==> config.mk <==
export PLATFORM = sky130hd
export DESIGN_NAME = id_scoreboard
export DESIGN_NICKNAME = d
export VERILOG_FILES = /design/src/rtl/id_scoreboard.sv
export SDC_FILE = /design/constraint.sdc
export NUM_CORES = 1
export LEC_CHECK = 0
export ABC_CLOCK_PERIOD_IN_PS = 8450
export BUFFER_PORTS_ARGS = -buffer_cell sky130_fd_sc_hd__buf_2
export CAP_MARGIN = 20
export CORE_MARGIN = 2
export CORE_UTILIZATION = 45
export DETAILED_ROUTE_END_ITERATION = 8
export PLACE_DENSITY = 0.69
export SYNTH_ARGS = -nofsm -noshare
export SYNTH_HDL_FRONTEND = slang
export SYNTH_SLANG_ARGS = --single-unit
==> constraint.sdc <==
create_clock -name clk -period 8.45 [get_ports clk]
set_input_delay 1.69 -clock clk [delete_from_list [all_inputs] [get_ports clk]]
set_output_delay 1.69 -clock clk [all_outputs]
set_load 0.02 [all_outputs]
==> src/rtl/id_scoreboard.sv <==
// ID-stage register scoreboard.
// Each architectural register has a countdown of the cycles left until its
// pending result can be forwarded. An instruction stalls when it reads a
// register that is still counting (RAW). It also stalls when its own write
// would finish no later than a write already in flight (WAW). The block also
// keeps a saturating count of stall cycles.
module id_scoreboard #(
    parameter int NREG  = 32,
    parameter int IDXW  = 5,
    parameter int NSRC  = 2,
    parameter int LAT_W = 3
) (
    input  logic                 clk,
    input  logic                 rstn,
    input  logic                 id_valid,
    input  logic                 id_flush,
    input  logic                 ex_ready,
    input  logic [NSRC-1:0]      src_en,
    input  logic [NSRC*IDXW-1:0] src_idx,
    input  logic                 rd_en,
    input  logic [IDXW-1:0]      rd_idx,
    input  logic [LAT_W-1:0]     rd_lat,
    input  logic                 stall_cnt_clr,
    output logic                 id_ready,
    output logic                 id_fire,
    output logic                 stall,
    output logic [NSRC-1:0]      haz_src,
    output logic [NREG-1:0]      busy_vec,
    output logic [31:0]          stall_cnt
);

    typedef logic [LAT_W-1:0] cnt_t;

    cnt_t            cnt_q [NREG];
    cnt_t            cnt_d [NREG];
    logic [31:0]     stall_cnt_q;
    logic [31:0]     stall_cnt_d;
    logic [IDXW-1:0] src_k [NSRC];
    logic            rd_live;
    logic            waw;
    logic            hazard;
    cnt_t            lat_eff;

    function automatic cnt_t sat_dec(input cnt_t c);
        return (c == '0) ? '0 : c - cnt_t'(1);
    endfunction

    function automatic logic [31:0] sat_inc32(input logic [31:0] c);
        return (c == '1) ? c : c + 32'd1;
    endfunction

    // x0 and any index beyond the register file are never tracked
    function automatic logic idx_tracked(input logic [IDXW-1:0] idx);
        return (idx != '0) && (int'(idx) < NREG);
    endfunction

    // RAW check per source operand, using the state before this edge so an
    // instruction never waits on its own write
    always_comb begin
        haz_src = '0;
        for (int k = 0; k < NSRC; k++) begin
            src_k[k]   = src_idx[k*IDXW +: IDXW];
            haz_src[k] = src_en[k] && idx_tracked(src_k[k]) && (cnt_q[src_k[k]] != '0);
        end
    end

    // WAW check and issue handshake; a flush suppresses both stall and fire
    always_comb begin
        lat_eff  = (rd_lat == '0) ? cnt_t'(1) : rd_lat;
        rd_live  = rd_en && idx_tracked(rd_idx);
        waw      = rd_live && (cnt_q[rd_idx] >= lat_eff);
        hazard   = (|haz_src) || waw;
        stall    = id_valid && !id_flush && hazard;
        id_ready = ex_ready && !hazard;
        id_fire  = id_valid && !id_flush && ex_ready && !hazard;
    end

    // Countdown advances only with the pipe; a new issue overrides the decrement
    always_comb begin
        for (int r = 0; r < NREG; r++) begin
            cnt_d[r] = cnt_q[r];
            if (ex_ready) begin
                cnt_d[r] = sat_dec(cnt_q[r]);
            end
        end
        if (id_fire && rd_live) begin
            cnt_d[rd_idx] = lat_eff - cnt_t'(1);
        end
        cnt_d[0] = '0;
    end

    // Busy flags mirror the nonzero countdowns
    always_comb begin
        for (int r = 0; r < NREG; r++) begin
            busy_vec[r] = (cnt_q[r] != '0);
        end
        busy_vec[0] = 1'b0;
    end

    // Stall-cycle counter: clear beats increment, counts even while frozen
    always_comb begin
        stall_cnt_d = stall_cnt_q;
        if (stall_cnt_clr) begin
            stall_cnt_d = '0;
        end else if (stall) begin
            stall_cnt_d = sat_inc32(stall_cnt_q);
        end
    end

    // State registers; reset drops every pending entry at once
    always_ff @(posedge clk or negedge rstn) begin
        if (!rstn) begin
            for (int r = 0; r < NREG; r++) begin
                cnt_q[r] <= '0;
            end
            stall_cnt_q <= '0;
        end else begin
            for (int r = 0; r < NREG; r++) begin
                cnt_q[r] <= cnt_d[r];
            end
            stall_cnt_q <= stall_cnt_d;
        end
    end

    assign stall_cnt = stall_cnt_q;

endmodule

==> impl_metrics.env <==
export IMPL_synth_top_cell_by_area="dfrtp_1"
export IMPL_final_nets=1199
export IMPL_synthTopCellsByArea="dfrtp_1 (33%), mux2i_1 (13%), ha_1 (8.8%)"
export IMPL_async_flop_share_pct=100
export IMPL_ant_nets=0
export IMPL_path_clk_slew_ns=0.06
export IMPL_place_area_sq_um=10200
export IMPL_combPwrFrac_pct=26.3
export IMPL_regArea_sq_um=3130
export IMPL_remaining_drc_errors=0
export IMPL_yosysWarnings=0
export IMPL_grt_antenna_before_repair=1
export IMPL_leakagePower_uw=0.00569
export IMPL_clk_path_buf_depth=2
export IMPL_synth_seq_area_share_pct=32.8
export IMPL_crit_buf_inv=2
export IMPL_rsz0062_at_grt="no"
export IMPL_path_class="primary input to output port"
export IMPL_core_sq_um=20900
export IMPL_die_width_um=150
export IMPL_ir_worst_vdd_mv=0.137
export IMPL_max_clock_freq_mhz=145
export IMPL_cp_top_family="simple AND/OR/NAND/NOR gates"
export IMPL_cts_resized=0
export IMPL_whs_ns=0.563
export IMPL_gp_congestion=0.968
export IMPL_drtIter0Drc=665
export IMPL_drt_pass1_iter_count=5
export IMPL_use_met2_pct=39.0
export IMPL_hold_path_class="register to register"
export IMPL_netlist_area_sq_um=9540
export IMPL_cts_made_buffers=17
export IMPL_grt_max_degree=91
export IMPL_period_needed_ns=6.88
export IMPL_wl_um=26900
export IMPL_antenna_cells=0
export IMPL_vias_per_cell=6.02
export IMPL_cts_num_sinks=125
export IMPL_syn_num_nets=1139
export IMPL_p_seq_share_pct=36.1
export IMPL_drv_slew=0
export IMPL_syn_inst=1045
export IMPL_yosys_top_cells_count="mux2i_1 (127), dfrtp_1 (125), inv_1 (108), a21oi_1 (97), ha_1 (67)"
export IMPL_top_usage_layer="met2"
export IMPL_grt_usage_pct=24.5
export IMPL_cp_slowest_cell="nor2b_1"
export IMPL_hold_viol_final=0
export IMPL_cts_root_buf="clkbuf_16"
export IMPL_cts_hold_buf=0
export IMPL_drv_cap=0
export IMPL_dieArea_sq_um=22400
export IMPL_htree_levels=4
export IMPL_num_rows=53
export IMPL_synth_top_cell_area_share_pct=32.8
export IMPL_drive_gt1_share_pct=17.5
export IMPL_synth_most_common_cell="mux2i_1"
export IMPL_synth_seq_cells=125
export IMPL_chipHeight_um=150
export IMPL_setup_violations=0
export IMPL_power_frac_clock_pct=37.6
export IMPL_overflow=0
export IMPL_pin_count=96
export IMPL_total_power_uw=1910
export IMPL_required_ns=6.76
export IMPL_first_global_vias=7960
export IMPL_ys_flop_type="dfrtp_1"
export IMPL_p_sw_share_pct=35.1
export IMPL_fin_skew_ns=0.0197
export IMPL_grt_pass1_wl_um=42800
export IMPL_start_util_pct=45.7
export IMPL_tightestPinTransition_ns=1.18
export IMPL_cp_max_fo=37
export IMPL_crit_path_start_kind="primary input"
export IMPL_cp_arrival_ns=5.19
export IMPL_stdcell_area_sq_um=10700
export IMPL_crit_chain="buf_2, nor2b_1, a22oi_1, o21ai_0, a221oi_1, and3_1, ha_1, nand2b_1, a21o_1, a21oi_1, o211a_2, and3_1, buf_2"
export IMPL_hpwl_um=18300
export IMPL_avgRoutedWirePerCell_um=19.3
export IMPL_finalSetupTns_ns=0
export IMPL_met3_usage_pct=4.91
export IMPL_max_stage_delay_ns=0.80
export IMPL_intPower_uw=1240
export IMPL_end_kind="output port"
export IMPL_area_growth_syn_to_layout_pct=12.4
export IMPL_vias=8389
export IMPL_max_slew_margin_rel_pct=21.5
export IMPL_portBuffers=94
export IMPL_synth_edf_count=0
export IMPL_clock_latency_ns=0.43
export IMPL_outcome="complete, no violations"
export IMPL_multi_input_area_sq_um=5740
export IMPL_cts_setup_buffers=0
export IMPL_powerDensity_nw_per_um2=178
export IMPL_avgSynthCellArea_sq_um=9.13
export IMPL_post_route_util_pct=51.3
export IMPL_ys_types=52
export IMPL_nFillCells=1960
export IMPL_cts_tree="done"
export IMPL_use_met1_pct=33.5
export IMPL_timing_final_crit_share_pct=81.4
export IMPL_p_switching_uw=671
-- area by class of cell --
cell class | count | area share, %
multi-input combinational | 750 | 53.5
tap | 275 | 3.21
timing repair buffer | 102 | 4.97
clock buffer | 18 | 4.10
inverter | 109 | 3.82
clock inverter | 14 | 1.23
sequential | 125 | 29.2
-- worst register-to-register path: cells and delay by family, from the launching register on --
| family | cells | cell delay (ns) |
|---|---|---|
| compound gates | 5 | 0.91 |
| buf+inv | 1 | 0.71 |
| simple gates | 4 | 0.84 |
| mux | 2 | 0.69 |
| flops | 1 | 0.43 |
| fa+ha+maj | 1 | 0.21 |
-- flip-flops by register name, indices dropped and copies added (netlist names) --
register	count
stall_cnt	32
cnt_q	93
-- kinds of logic (layout without fill, tap and decap cells) --
kind of cell	count (synthesis)	after routing	synth area share (%)
compound gates	178	178	11.5
fa+ha+maj	67	67	8.78
other cells	1	1	0.0393
buf+inv	170	243	7.17
xor+xnor	1	1	0.0918
flops	125	125	32.8
mux	159	159	20.2
simple gates	344	344	19.5
-- power groups by stage --
stage                     registers (uW)  logic [uW]  clock network (uW)
after floorplan                      677         367                   0
after global placement               697         492                   0
after detailed placement             698         499                   0
after CTS                            687         503                 730
after global routing                 694         555                 753
final                                689         502                 718
-- path summary, 6_finish.rpt --
| check | from | end | slack [ns] | depth (start not counted) |
|---|---|---|---|---|
| setup / recovery | rd_idx[1] | id_fire | 1.57 | 13 |
| hold / removal | stall_cnt[29] | stall_cnt[29] | 0.56 | 2 |
| setup reg to reg | cnt_q[81] | cnt_q[16] | 4.53 | 13 |
| hold reg to reg | stall_cnt[29] | stall_cnt[29] | 0.56 | 2 |
| max in group asynchronous | rstn | cnt_q[70] | 5.72 | 2 |
| min in group asynchronous | rstn | cnt_q[10] | 1.32 | 1 |
-- cell usage in the layout, fill, tap and decap left out, drive strengths merged, types with 8 or more instances in the layout --
master and instances:
o21ai 15, buf 102, dfrtp 125, ha 67, a21oi 97, or4 20, nand2b 37, clkbuf 18
and3 12, inv 114, mux2i 127, nand3 43, nand2 18, or3 8, nor2 65, nor3 57
a211oi 12, nor4 23, o31ai 22, or2 24, nand4 20, mux4 26
-- per-stage QoR --
stage,setup WS [ns],instances
3_5_place_dp,1.70,1361
5_1_grt,1.42,1393
6_report,1.57,1393
2_1_floorplan,1.71,1045
3_3_place_gp,1.83,1361
4_1_cts,1.67,1393
-- per-layer routing --
layer,vias to the layer above,share of wire [%]
met4,2,2.3
met5,-,0.048
met3,54,7.0
li1,3889,-
met2,346,47
met1,4098,44
Power figures use the tool's default switching activity.
